`config.mk`:
```
export PLATFORM = sky130hd
export DESIGN_NAME = write_back
export DESIGN_NICKNAME = d
export VERILOG_FILES = /design/src/rtl/write_back.sv
export SDC_FILE = /design/constraint.sdc
export NUM_CORES = 1
export LEC_CHECK = 0
export CORE_ASPECT_RATIO = 1.5
export CORE_UTILIZATION = 39
export CTS_CLUSTER_SIZE = 24
export DETAILED_ROUTE_END_ITERATION = 12
export PLACE_DENSITY = 0.82
export REMOVE_ABC_BUFFERS = 1
export SYNTH_ARGS = -nofsm -noshare
export SYNTH_HDL_FRONTEND = slang
export SYNTH_SLANG_ARGS = --single-unit
```
`constraint.sdc`:
```
create_clock -name clk -period 1.1 [get_ports clk]
set_input_delay 0.33 -clock clk [delete_from_list [all_inputs] [get_ports clk]]
set_output_delay 0.33 -clock clk [all_outputs]
set_load 0.02 [all_outputs]
```
`src/rtl/write_back.sv`:
```
// MEM/WB pipeline register and register-file write port driver for the MIPS core.
// Optional retire counter is compiled in with `define WB_RETIRE_COUNT_EN.
module write_back #(
   parameter int len = 32,
   parameter int NB  = $clog2(len)
) (
   input  logic            clk,
   input  logic            reset,
   input  logic            stall,
   input  logic            in_valid,
   input  logic [1:0]      in_writeBack_bus,
   input  logic [2:0]      in_mem_type,
   input  logic [1:0]      in_byte_offset,
   input  logic [len-1:0]  in_read_data,
   input  logic [len-1:0]  in_alu_result,
   input  logic            in_link,
   input  logic [len-1:0]  in_pc_link,
   input  logic [NB-1:0]   in_write_register,
   input  logic            in_count_clear,
   output logic            RegWrite,
   output logic [len-1:0]  write_data,
   output logic [NB-1:0]   write_register,
   output logic [31:0]     out_retired
);

   typedef enum logic [2:0] {
      MT_LW  = 3'b000,
      MT_LH  = 3'b001,
      MT_LHU = 3'b010,
      MT_LB  = 3'b011,
      MT_LBU = 3'b100
   } mem_type_t;

   logic [15:0]    half_sel;
   logic [7:0]     byte_sel;
   logic [len-1:0] load_data;
   logic [len-1:0] sel_data;
   logic           reg_write_next;
   logic           capture;

   assign capture = ~stall;

   // Little-endian lane selection; offset[0] is ignored for halfwords.
   always_comb begin
      half_sel = in_byte_offset[1] ? in_read_data[31:16] : in_read_data[15:0];
      unique case (in_byte_offset)
         2'd0:    byte_sel = in_read_data[7:0];
         2'd1:    byte_sel = in_read_data[15:8];
         2'd2:    byte_sel = in_read_data[23:16];
         default: byte_sel = in_read_data[31:24];
      endcase
   end

   always_comb begin
      load_data = in_read_data;
      case (in_mem_type)
         MT_LH:   load_data = {{(len-16){half_sel[15]}}, half_sel};
         MT_LHU:  load_data = {{(len-16){1'b0}}, half_sel};
         MT_LB:   load_data = {{(len-8){byte_sel[7]}}, byte_sel};
         MT_LBU:  load_data = {{(len-8){1'b0}}, byte_sel};
         default: load_data = in_read_data;
      endcase
   end

   always_comb begin
      if (in_link)
         sel_data = in_pc_link;
      else if (in_writeBack_bus[0])
         sel_data = load_data;
      else
         sel_data = in_alu_result;
      reg_write_next = in_valid & in_writeBack_bus[1] & (in_write_register != '0);
   end

   always_ff @(posedge clk or negedge reset) begin
      if (!reset) begin
         RegWrite       <= 1'b0;
         write_data     <= '0;
         write_register <= '0;
      end else if (capture) begin
         RegWrite       <= reg_write_next;
         write_data     <= sel_data;
         write_register <= in_write_register;
      end
   end

`ifdef WB_RETIRE_COUNT_EN
   logic [31:0] retired;

   // Clear is checked before stall so the debug unit can zero a frozen pipe.
   always_ff @(posedge clk or negedge reset) begin
      if (!reset)
         retired <= '0;
      else if (in_count_clear)
         retired <= '0;
      else if (capture && in_valid)
         retired <= retired + 32'd1;
   end

   assign out_retired = retired;
`else
   logic unused_clear;
   assign unused_clear = in_count_clear;
   assign out_retired  = '0;
`endif

endmodule

```
# [Yosys cells after proc, flatten, opt, wreduce, memory -nomap -nowiden]
# Index checks and enable logic that the tools add are counted.
[word_totals] register_bits=38
[classes] n_eq_ne=6 mux=5 n_bitwise=2 reduce_logical=2
[ops] op="$pmux 32 s4" n=1
[ops] op="$mux 32" n=2
[ops] op="$pmux 8 s3" n=1
[ops] op="$mux 16" n=1
[ops] op="$eq 3x2->1 const B" n=2
[ops] op="$reduce_bool 5->1" n=1
[ops] op="$eq 3x1->1 const B" n=1
[ops] op="$eq 3x3->1 const B" n=1
[ops] op="$and 1x1->1" n=2
[ops] op="$eq 2x1->1 const B" n=1
[ops] op="$eq 2x2->1 const B" n=1
[ops] op="$logic_not 2->1" n=1

# [Logic depth before layout (Yosys ltp)]
[logic_depth] word_depth=5 ltp_mapped=7

# [Worst setup path after synthesis]
# OpenSTA, ideal clock, no wires.
[synth_path] path_type="input to register" from="input port in_byte_offset[0]" to="register write_data[23]" setup_ns=0.124 t_arrival_ns=1.714 required_ns=0.976 slack_ns=-0.738 cell_stages=6 cell_sequence="buf_6 > mux4_2 > mux2_4 > buf_6 > a221oi_2 > o21ai_1"
[synth_between] elab_chain_len=5
[synth_rtl] item="from (decl)" line_no="13" source="input logic [1:0] in_byte_offset,"
[synth_rtl] item="$eq 2x2->1 (tied with other cells)" line_no="46" source="unique case (in_byte_offset)"
[synth_rtl] item="$pmux 8 s3 *" line_no="46"
[synth_rtl] item="$pmux 32 s4 *" line_no="56" source="case (in_mem_type)"
[synth_rtl] item="$mux 32 *" line_no="68" source="else if (in_writeBack_bus[0])"
[synth_rtl] item="$mux 32 *" line_no="66" source="if (in_link)"
[synth_rtl] item="to (signal assigned)" line_no="82" source="write_data <= sel_data;"
[synth_rtl] item="to (decl)" line_no="21" source="output logic [len-1:0] write_data,"
# Every way passes the cells marked *; elsewhere a longest branch is shown, timed or not.
# A chain may end at the register's enable or synchronous reset.

# [Final worst setup path]
[layout_path] from="input port in_read_data[15]" to="register write_data[30]"
[layout_between] elab_chain_len=4
[layout_rtl] item="from (decl)" line_no="14" source="input logic [len-1:0] in_read_data,"
[layout_rtl] item="$pmux 8 s3 / $mux 16 (equally long branches)" line_no="46, 45"
[layout_rtl] item="$pmux 32 s4 *" line_no="56"
[layout_rtl] item="$mux 32 *" line_no="68"
[layout_rtl] item="$mux 32 *" line_no="66"
# Marked as above.

==> impl_metrics.env <==
export IMPL_fmax_mhz=640.8
export IMPL_worst_ep_arrival_time_ps=1720
export IMPL_yosysSeqAreaShare_pct=29.01
export IMPL_die_width_um=76.86
export IMPL_yosys_most_used_dff="dfrtp_1"
export IMPL_path_class="in2reg"
export IMPL_min_period_over_period_pct=141.9
export IMPL_clock_path_buffers=2
export IMPL_drtIter0Drc=380
export IMPL_worstSetupEndpointType="flop"
export IMPL_power_leakage_nw=2.536
export IMPL_grt_pass1_wl_um=20270
export IMPL_fin_worst_hold_slack_ps=3.646
export IMPL_die_area_um2=8783
export IMPL_post_place_ws_ps=-1216
export IMPL_p_sw_share_pct=33.20
export IMPL_cts_max_level=2
export IMPL_fin_area_um2=5798
export IMPL_drive_gt1_share_pct=31.81
export IMPL_power_switching_mw=1.942
export IMPL_path_cells="buf_2, mux4_2, mux2_4, a221oi_2, o21ai_1"
export IMPL_synth_cell_types=43
export IMPL_synth_cells=406
export IMPL_vdd_ir_drop_max_mv=0.7192
export IMPL_dp_hpwl_um=9318
export IMPL_ys_warn_count=0
export IMPL_fin_ws_ps=-460.5
export IMPL_grt_max_degree=39
export IMPL_path_clk_slew_ps=60
export IMPL_cts_sinks=38
export IMPL_gp_congestion=0.8722
export IMPL_netlist_area_um2=3278
export IMPL_cap_viol_max_count=0
export IMPL_firstDrtPassIters=5
export IMPL_cp_slowest_stage_delay_ps=510
export IMPL_rsz0062_at_grt="true"
export IMPL_via_per_inst=5.694
export IMPL_port_buffers=150
export IMPL_share_comb_of_total_power_pct=43.2
export IMPL_grt_pass1_vias=4095
export IMPL_hold_class="in2async"
export IMPL_status="complete, but fails checks"
export IMPL_core_area_um2=8058
export IMPL_power_density_nw_per_um2=1009
export IMPL_crit_required_ps=1260
export IMPL_critPathSlowestCell="mux4_2"
export IMPL_finalMaxSlewViolations=0
export IMPL_wl_per_cell_um=19.13
export IMPL_globalRouteOverflowTotal=0
export IMPL_setup_viol=70
export IMPL_via_count=4094
export IMPL_violations="negative setup slack"
export IMPL_area_growth_pct=76.87
export IMPL_track_usage_pct=29.49
export IMPL_place_area_um2=5194
export IMPL_power_total_mw=5.851
export IMPL_critPathMaxFanout=8
export IMPL_totalWireLength_um=13750
export IMPL_clk_latency_ps=280
export IMPL_cts_root_buf="clkbuf_16"
export IMPL_synth_edf_count=0
export IMPL_grt_antenna_before_repair=1
export IMPL_chipHeight_um=114.3
export IMPL_avgSynthCellArea_um2=8.074
export IMPL_initial_utilization_pct=40.68
export IMPL_hold_viol_final=0
export IMPL_nets=726
export IMPL_drc=0
export IMPL_finClkSkew_ps=0
export IMPL_cp_start_kind="input pin"
export IMPL_row_count=40
export IMPL_ys_seq_elements=38
export IMPL_async_flop_share_pct=100.0
export IMPL_p_int_mw=3.908
export IMPL_postRouteAntennaNets=0
export IMPL_numCtsBuffers=5
export IMPL_utilization_pct=71.96
export IMPL_clkPwrFrac_pct=27.6
export IMPL_tritoncts="done"
export IMPL_crit_buf_inv=1
export IMPL_io_pins=184
export IMPL_cp_top_family="multiplexers"
export IMPL_final_min_clock_period_ps=1560
export IMPL_seqPwrFrac_pct=29.2
-- cells by family after synthesis --
group                      synth area share (%)
xor gates and xnor gates                 0.2672
buffers and inverters                     14.01
and+or+nand+nor                           12.98
adders and majority gates                0.6107
muxes                                     7.748
AOI/OAI and AO/OA                         35.27
DFF                                       29.01
other                                    0.1144
-- Yosys cell counts, drive strengths merged, types with 8 or more instances --
library cell	number	share of area [%]
buf	42	9.5
a221oi	31	10
a22oi	8	1.8
a21oi	48	7.4
nor2	32	3.7
mux2	14	4.9
nand2b	13	2.5
clkbuf	29	3.3
inv	10	1.1
nand2	31	3.5
dfrtp	38	29
o21ai	42	6.4
-- repair_timing --
| item | 4_1_cts | 5_1_grt |
|---|---|---|
| pin swaps | 23 | 16 |
| hold buffers | 0 | 0 |
| hold endpoints to repair | 0 | 0 |
| gates resized for setup | 319 | 15 |
| cloned | 2 | 0 |
| endpoints found under the setup margin | 71 | 71 |
| buffers inserted | 9 | 9 |
-- sequential cells by signal, summed over array words and instances (netlist names) --
name,flops
write_data,32
RegWrite,1
write_register,5
-- placed cells by master, fill, tap and decap left out, drive strengths merged --
cell | Yosys | layout
nor2b | 5 | 5
a21boi | 1 | 1
nor2 | 32 | 32
buf | 42 | 139
xnor2 | 1 | 1
o32ai | 1 | 1
o21bai | 1 | 1
o211ai | 7 | 7
a221oi | 31 | 31
or3b | 1 | 1
mux2 | 14 | 15
dfrtp | 38 | 38
dlygate4sd2 | 0 | 2
a22oi | 8 | 8
a31oi | 1 | 1
nand3 | 2 | 2
nand2 | 31 | 31
a211oi | 1 | 1
a221o | 6 | 6
and2 | 1 | 1
diode | 0 | 1
clkbuf | 29 | 9
mux4 | 1 | 1
o22ai | 7 | 7
mux2i | 7 | 7
nand2b | 13 | 13
inv | 10 | 10
maj3 | 2 | 2
or3 | 1 | 1
or4 | 1 | 1
nor3 | 3 | 3
conb | 1 | 32
a21oi | 48 | 48
clkdlybuf4s15 | 0 | 1
o21ai | 42 | 42
a211o | 7 | 7
a21o | 7 | 7
clkdlybuf4s50 | 0 | 95
nand3b | 3 | 3
-- area by class of cell --
class | count | area (um2)
repair buffers | 238 | 2364
diodes | 1 | 2.502
multi-input cells | 319 | 2146
clock buffers | 8 | 166.4
inverters | 10 | 37.54
fillers | 575 | 2260
flip-flops and latches | 38 | 950.9
well taps | 105 | 131.4
-- power by group through the flow --
stage | Combinational, mW | Sequential [mW] | Clock, mW
after floorplan | 0.666 | 1.89 | 0
after global placement | 2.15 | 1.69 | 0
after detailed placement | 2.20 | 1.69 | 0
after CTS | 2.38 | 1.70 | 1.60
after global routing | 2.65 | 1.72 | 1.65
final | 2.52 | 1.71 | 1.62
-- worst reg2reg max path, delay by kind of cell, from the launching register on --
| kind | cells | cell delay, ps |
|---|---|---|
| buffers and inverters | 2 | 250 |
| AOI/OAI and AO/OA | 2 | 250 |
| DFF | 1 | 390 |
-- stage by stage --
stage / setup TNS [ps] / std cells
global route: -16330 / 719
floorplan: -19840 / 366
global placement: -42410 / 690
detailed placement: -44380 / 690
finish: -14520 / 719
CTS: -13590 / 709
-- routing by layer --
layer  wire length, um  track usage, %
met3               919           2.869
met4               745           17.56
met1              4759           31.72
met5                 0               0
met2              7327           55.24
-- path summary, 6_finish.rpt --
check / cells after the start / from / slack (ps) / endpoint
worst max-delay path: 5 / in_read_data[15] / -460 / write_data[30]$_DFFE_PN0N_
worst min-delay path: 2 / reset / 4 / write_register[3]$_DFFE_PN0N_
min in group clk: 2 / in_write_register[4] / 300 / write_register[4]$_DFFE_PN0N_
worst min register to register: 1 / write_register[1]$_DFFE_PN0N_ / 540 / write_register[1]$_DFFE_PN0N_
max in group asynchronous: 2 / reset / 880 / write_data[20]$_DFFE_PN0N_
worst max register to register: 4 / write_data[1]$_DFFE_PN0N_ / 80 / write_data[1]$_DFFE_PN0N_
Note: power is estimated with default switching activity, not from simulation.
